--- src/rtl/osc_pkg.sv ---
// rtl/osc_pkg.sv - shared widths, waveform encodings and square levels for the bank oscillator
package osc_pkg;

    localparam int DEF_PHASE_W = 24;
    localparam int DEF_IDX_W   = 11;
    localparam int DEF_SMP_W   = 16;
    localparam int DEF_OUT_W   = 24;
    localparam int DEF_NBANKS  = 10;
    localparam int DEF_MIDI_W  = 7;

    typedef enum logic [1:0] {
        MODE_SAW  = 2'd0,
        MODE_SQR  = 2'd1,
        MODE_TRI  = 2'd2,
        MODE_MUTE = 2'd3
    } osc_mode_e;

    function automatic int sqr_high(int smp_w);
        return (2 ** (smp_w - 1)) - 1;
    endfunction

    function automatic int sqr_low(int smp_w);
        return -(2 ** (smp_w - 1));
    endfunction

endpackage

--- src/rtl/wave_shape_lut.sv ---
// rtl/wave_shape_lut.sv - combinational waveform lookup for one table index
module wave_shape_lut
    import osc_pkg::*;
#(
    parameter int IDX_W = DEF_IDX_W,
    parameter int SMP_W = DEF_SMP_W
) (
    input  osc_mode_e                mode,
    input  logic [IDX_W-1:0]         idx,
    input  logic [IDX_W-1:0]         pw,
    output logic signed [SMP_W-1:0]  sample
);

    localparam logic signed [SMP_W-1:0] SQR_HI = SMP_W'(sqr_high(SMP_W));
    localparam logic signed [SMP_W-1:0] SQR_LO = SMP_W'(sqr_low(SMP_W));

    logic [IDX_W-2:0]        fold;
    logic signed [SMP_W-1:0] saw_val;
    logic signed [SMP_W-1:0] tri_val;

    // Saw and triangle tables are generated from the index bits: inverting the
    // MSB turns an unsigned ramp into a two's complement ramp centred on zero.
    always_comb begin
        fold    = idx[IDX_W-1] ? ~idx[IDX_W-2:0] : idx[IDX_W-2:0];
        saw_val = {~idx[IDX_W-1], idx[IDX_W-2:0], {(SMP_W-IDX_W){1'b0}}};
        tri_val = {~fold[IDX_W-2], fold[IDX_W-3:0], {(SMP_W-IDX_W+1){1'b0}}};
        sample  = '0;
        unique case (mode)
            MODE_SAW:  sample = saw_val;
            MODE_SQR:  sample = (idx < pw) ? SQR_HI : SQR_LO;
            MODE_TRI:  sample = tri_val;
            MODE_MUTE: sample = '0;
        endcase
    end

endmodule

--- src/rtl/multi_wave_osc.sv ---
// rtl/multi_wave_osc.sv - four-stage interpolating multi-waveform bank oscillator
module multi_wave_osc
    import osc_pkg::*;
#(
    parameter int PHASE_W = DEF_PHASE_W,
    parameter int IDX_W   = DEF_IDX_W,
    parameter int FRAC_W  = PHASE_W - IDX_W,
    parameter int SMP_W   = DEF_SMP_W,
    parameter int OUT_W   = DEF_OUT_W,
    parameter int NBANKS  = DEF_NBANKS,
    parameter int TAG_W   = $clog2(NBANKS),
    parameter int MIDI_W  = DEF_MIDI_W
) (
    input  logic                     clk,
    input  logic                     rst,
    input  logic                     clk_en,
    input  logic                     wav_en,
    input  logic                     i_valid,
    input  logic [PHASE_W-1:0]       i_phase,
    input  logic [1:0]               i_mode,
    input  logic [IDX_W-1:0]         i_pw,
    input  logic [TAG_W-1:0]         i_tag,
    input  logic [MIDI_W-1:0]        i_midi,
    output logic                     o_valid,
    output logic [TAG_W-1:0]         o_tag,
    output logic [MIDI_W-1:0]        o_midi,
    output logic signed [OUT_W-1:0]  o_sample,
    output logic                     o_tag_err
);

    localparam int SHIFT  = SMP_W + FRAC_W - OUT_W;
    localparam int PROD_W = SMP_W + FRAC_W + 2;

    logic                    s1_valid, s2_valid, s3_valid;
    logic [TAG_W-1:0]        s1_tag, s2_tag, s3_tag;
    logic [MIDI_W-1:0]       s1_midi, s2_midi, s3_midi;
    osc_mode_e               s1_mode;
    logic [IDX_W-1:0]        s1_idx0, s1_idx1, s1_pw;
    logic [FRAC_W-1:0]       s1_frac, s2_frac;
    logic signed [SMP_W-1:0] s2_s0, s2_s1, s3_a0, s3_a1;
    logic [FRAC_W:0]         s3_b0, s3_b1;
    logic signed [SMP_W-1:0] lut_s0, lut_s1;
    logic signed [PROD_W-1:0] prod0, prod1, sum;

    wave_shape_lut #(.IDX_W(IDX_W), .SMP_W(SMP_W)) u_lut0 (
        .mode(s1_mode), .idx(s1_idx0), .pw(s1_pw), .sample(lut_s0)
    );
    wave_shape_lut #(.IDX_W(IDX_W), .SMP_W(SMP_W)) u_lut1 (
        .mode(s1_mode), .idx(s1_idx1), .pw(s1_pw), .sample(lut_s1)
    );

    // Weights are zero-extended before the signed multiply so they stay positive.
    always_comb begin
        prod0 = PROD_W'(s3_a0) * PROD_W'($signed({1'b0, s3_b0}));
        prod1 = PROD_W'(s3_a1) * PROD_W'($signed({1'b0, s3_b1}));
        sum   = prod0 + prod1;
    end

    always_ff @(posedge clk) begin
        if (rst) begin
            s1_valid  <= 1'b0; s2_valid <= 1'b0; s3_valid <= 1'b0;
            s1_tag    <= '0;   s2_tag   <= '0;   s3_tag   <= '0;
            s1_midi   <= '0;   s2_midi  <= '0;   s3_midi  <= '0;
            s1_mode   <= MODE_SAW;
            s1_idx0   <= '0;   s1_idx1  <= '0;   s1_pw    <= '0;
            s1_frac   <= '0;   s2_frac  <= '0;
            s2_s0     <= '0;   s2_s1    <= '0;
            s3_a0     <= '0;   s3_a1    <= '0;
            s3_b0     <= '0;   s3_b1    <= '0;
            o_valid   <= 1'b0;
            o_tag     <= '0;
            o_midi    <= '0;
            o_sample  <= '0;
            o_tag_err <= 1'b0;
        end else if (!wav_en) begin
            s1_valid <= 1'b0;
            s2_valid <= 1'b0;
            s3_valid <= 1'b0;
            o_valid  <= 1'b0;
            o_tag    <= '0;
            o_midi   <= '0;
            o_sample <= '0;
        end else if (clk_en) begin
            s1_valid <= i_valid;
            s1_tag   <= i_tag;
            s1_midi  <= i_midi;
            s1_mode  <= osc_mode_e'(i_mode);
            s1_pw    <= i_pw;
            s1_idx0  <= i_phase[PHASE_W-1 -: IDX_W];
            s1_idx1  <= i_phase[PHASE_W-1 -: IDX_W] + IDX_W'(1);
            s1_frac  <= i_phase[FRAC_W-1:0];

            s2_valid <= s1_valid;
            s2_tag   <= s1_tag;
            s2_midi  <= s1_midi;
            s2_s0    <= lut_s0;
            s2_s1    <= lut_s1;
            s2_frac  <= s1_frac;

            s3_valid <= s2_valid;
            s3_tag   <= s2_tag;
            s3_midi  <= s2_midi;
            s3_a0    <= s2_s0;
            s3_a1    <= s2_s1;
            s3_b0    <= {1'b1, {FRAC_W{1'b0}}} - {1'b0, s2_frac};
            s3_b1    <= {1'b0, s2_frac};

            o_valid  <= s3_valid;
            o_tag    <= s3_tag;
            o_midi   <= s3_midi;
            o_sample <= s3_valid ? OUT_W'(sum >>> SHIFT) : '0;

            if (i_valid && ({1'b0, i_tag} >= (TAG_W+1)'(NBANKS)))
                o_tag_err <= 1'b1;
        end
    end

endmodule
--- config.mk ---
export PLATFORM = sky130hd
export DESIGN_NAME = multi_wave_osc
export DESIGN_NICKNAME = d
export VERILOG_FILES = /design/src/rtl/osc_pkg.sv /design/src/rtl/wave_shape_lut.sv /design/src/rtl/multi_wave_osc.sv
export SDC_FILE = /design/constraint.sdc
export NUM_CORES = 2
export LEC_CHECK = 0
export ABC_AREA = 1
export ABC_CLOCK_PERIOD_IN_PS = 16600
export CORE_MARGIN = 2
export CORE_UTILIZATION = 35
export CTS_CLUSTER_SIZE = 40
export DETAILED_ROUTE_END_ITERATION = 10
export DONT_BUFFER_PORTS = 1
export SKIP_CTS_REPAIR_TIMING = 1
export SYNTH_ARGS = -nofsm -noshare
export SYNTH_HDL_FRONTEND = slang
export SYNTH_SLANG_ARGS = --single-unit
--- constraint.sdc ---
create_clock -name clk -period 16.6 [get_ports clk]
set_input_delay 4.98 -clock clk [delete_from_list [all_inputs] [get_ports clk]]
set_output_delay 4.98 -clock clk [all_outputs]
set_load 0.02 [all_outputs]
==> impl_summary.md <==
Synthesis
Counting distinct cell types in the post-synthesis netlist gives 45. The combined area of all synthesized cells is 24500 um2. The synthesized design contains 0 enable-type register cells. Synthesis produced a netlist with a net count of 3781. The portion of the post-synthesis area used by sequential elements is 17.0%. Counting flops and latches in the post-synthesis netlist gives 208. Dividing the synthesized area by the synthesized cell count gives 7.78 um2.

The synthesis warning total is 0. Among all flip-flop cells after synthesis, the most frequent one is dfxtp_1. The number of instances in the synthesized netlist is 3148.

The proportion of synthesized flip-flops having asynchronous set or reset is 0%.

Timing
The worst path needs 7.35 ns of the cycle, external delays included. The worst path uses 44.3% of the clock period. In this run the tightest slew margin relative to its limit is 34.6%. The actual transition at the worst max-transition pin is 0.979 ns. Setup repair after global routing left no endpoint under its margin. The final count of hold timing violations came to 0. The number of setup violations in the final report is 0.

The maximum achievable frequency is 136 MHz. The hold slack is 0.458 ns. For the final routed database, the setup TNS stands at 0 ns.

The worst clock skew is 0.0316 ns. The max-slew violation count is 0.

Worst hold path
The startpoint identified for the worst hold timing path is s3_midi[4]. The worst min-delay path endpoint is o_midi[4]. The path class of the tightest hold or removal check is register to register.

Along the worst hold path, the cell count comes to 2.

Setup path
The slack of the worst reg-to-reg path is 9.25 ns. Counting cells, the worst reg-to-reg path comes to 26. The destination of the worst register-to-register timing path is o_sample[22]. STA classifies the critical path startpoint as a register. The standard cell with the maximum stage delay on the critical path is fa_1. For this run, the slowest stage of the critical path takes 0.75 ns. The worst endpoint required time is 17.10 ns. The cell type with the highest occurrence count on the critical path is fa_1. The arrival time of data at the critical path endpoint is 7.85 ns. The endpoint kind of the worst setup timing path is a register. The launching point of the worst reg2reg path is s3_b0[2]. The highest net fanout along the worst path is 13. The critical path is of the register to register type.

Detailed routing
The antenna violation net count after detailed routing is 0. The number of design rule violations left after detail routing is 0. The detail-routed net length per standard cell is 15.3 um. The routed via count is 18700. For this run, the detailed router's first-pass iteration total came to 6. The ratio of routed vias to standard cells is 4.66. The detailed router's first-iteration violation count is 1128. After detailed routing, the total wire length is 61.5 mm.

Global routing
The global router's overall resource usage is 17.9%. The number of global-route vias before repair is 19400. The number of antenna violations at the first check in global routing is 0. Entering global routing, the biggest net connects 107 pins. The first global-routing pass estimated 102 mm of wire. After global routing the overflow that remains totals 0.

Clocking
The clock transition at the registers of the reported paths is 0.07 ns. The maximum clock path buffer count is 3. The clock network latency to the later pin of the worst-skew pair is 0.58 ns. CTS saw 208 sinks. Counting the buffers created by CTS gives 24. The CTS root buffer is clkbuf_16.

The CTS tree is yes. In this run the number of H-tree levels came out at 1.

Cells and area
Leaving out fill and tap cells, the most frequent cell in the layout is inv_1. After routing the design area is 26200 um2. The share of the core filled with cells in the final layout is 37.6%.

The number of inserted diodes is 0. In the layout the commonest cells are 800 x inv_1, 648 x nand2_1, 434 x fa_1. The area added between synthesis and finish is 6.87%. The filler cell count is 7389. The post-route netlist has 2.73% of its cells at a drive strength greater than 1. The net count reported at finish is 3695.

Floorplanning
The placeable core area is 69700 um2. Row generation in the floorplan step produced 97 rows. 90 I/O pins were placed. The chip height is 269 um. In this run the horizontal extent of the chip is 269 um. Once the floorplan was initialized, standard cells occupied 35.2% of the core. The die outline area is 72100 um2.

Power and ir drop
The ratio of total power to cell area is 65.3 nW/um2. The maximum resistive drop on vdd is 0.0755 mV. Power comes to 1.71 mW. The leakage power total is 14.4 nW.

Placement
The post-place instance area is 25300 um2. The final estimated routing congestion in global placement is 0.910. Detailed placement finished with a half-perimeter wire length of 49.4 mm. The number of port buffers is 0.

Run
Across the run, the number of max-cap violations was 0.

Outcome
The flow ran to the end, and the final reports show no timing, DRC or antenna violations.
-- critical path: cells and delay by family, from the launching register on --
kind            cells  cell delay, ns
compound gates      5            0.80
fa+ha+maj           9            4.73
buf+inv             7            0.62
flops               1            0.55
simple gates        5            0.57
-- Yosys cell counts, drive strengths merged (3+ instances only) --
| cell | count | area [um2] |
|---|---|---|
| inv | 803 | 3010 |
| nand2 | 653 | 2460 |
| fa | 434 | 8690 |
| nor2 | 251 | 950 |
| dfxtp | 208 | 4160 |
| o21ai | 186 | 935 |
| a21oi | 154 | 786 |
| ha | 146 | 1830 |
| clkbuf | 109 | 409 |
| nand3 | 80 | 415 |
| buf | 20 | 103 |
| a31oi | 15 | 93.8 |
| nor3 | 14 | 80.1 |
| xor2 | 13 | 114 |
| nand4 | 9 | 56.3 |
| o211ai | 8 | 60.1 |
| or2 | 7 | 43.8 |
| a211oi | 6 | 45.0 |
| a21o | 6 | 45.0 |
| nand3b | 5 | 37.5 |
| o21bai | 4 | 37.5 |
| o221ai | 3 | 26.3 |
| xnor2 | 3 | 26.3 |
-- per-stage QoR --
| stage | cells | worst slack (ns) |
|---|---|---|
| after global routing | 4019 | 8.81 |
| after global placement | 3976 | 9.40 |
| after detailed placement | 3976 | 9.30 |
| after CTS | 4019 | 9.29 |
| after floorplan | 3148 | 10.03 |
| final | 4019 | 9.25 |
-- logic make-up (layout without fill, tap and decap cells) --
group                    Yosys count  after routing  share of synthesized area [%]
AND/OR/NAND/NOR                 1021           1021                           16.6
buffers and inverters            933            864                           14.4
adder cells (fa/ha/maj)          580            580                           42.9
AO/OA/AOI/OAI                    390            390                           8.54
flip-flops                       208            208                           17.0
XOR/XNOR                          16             16                          0.572
-- area by class of cell --
type / instances / area [um2] / share of cell area [%]
Multi-Input combinational cell: 2007 / 16800 / 64.2
Sequential cell: 208 / 4160 / 15.9
Timing Repair Buffer: 17 / 128 / 0.487
Tap cell: 940 / 1180 / 4.49
Clock inverter: 17 / 262 / 0.999
Clock buffer: 26 / 618 / 2.36
Inverter: 804 / 3020 / 11.5
-- registers in the layout (all words and copies together) (netlist names), 7 cells and up --
signal    flops
o_sample     24
s2_frac      13
s2_midi       7
s1_midi       7
s1_pw        11
s2_s0        12
s3_a1        12
s3_b0        14
o_midi        7
s3_midi       7
s2_s1        12
s1_frac      13
s1_idx1      11
s1_idx0      11
s3_a0        12
s3_b1        12
-- how the worst max path moves through the flow --
stage | start | to | slack, ns | depth (start not counted)
after floorplan | s3_a0[15] | o_sample[23] | 10.03 | 28
after global placement | s3_a1[15] | o_sample[21] | 9.40 | 22
after detailed placement | s3_b0[2] | o_sample[22] | 9.30 | 26
after CTS | s3_b0[2] | o_sample[22] | 9.29 | 26
after global routing | s3_b0[2] | o_sample[23] | 8.81 | 27
final | s3_b0[2] | o_sample[22] | 9.25 | 26
-- per-layer routing --
| metal | global-route usage [%] | part of all wire [%] | up-vias |
|---|---|---|---|
| met1 | 23.4 | 43 | 9108 |
| li1 | - | - | 9111 |
| met5 | 0 | 0 | - |
| met3 | 2.58 | 5.9 | 87 |
| met4 | 4.71 | 2.6 | 0 |
| met2 | 30.9 | 48 | 442 |
-- power by group --
group | switching, mW | internal, mW | total (mW)
clock network | 0.244 | 0.353 | 0.597
logic | 0.340 | 0.193 | 0.533
registers | 0.0524 | 0.526 | 0.578
Power figures use the tool's default switching activity.
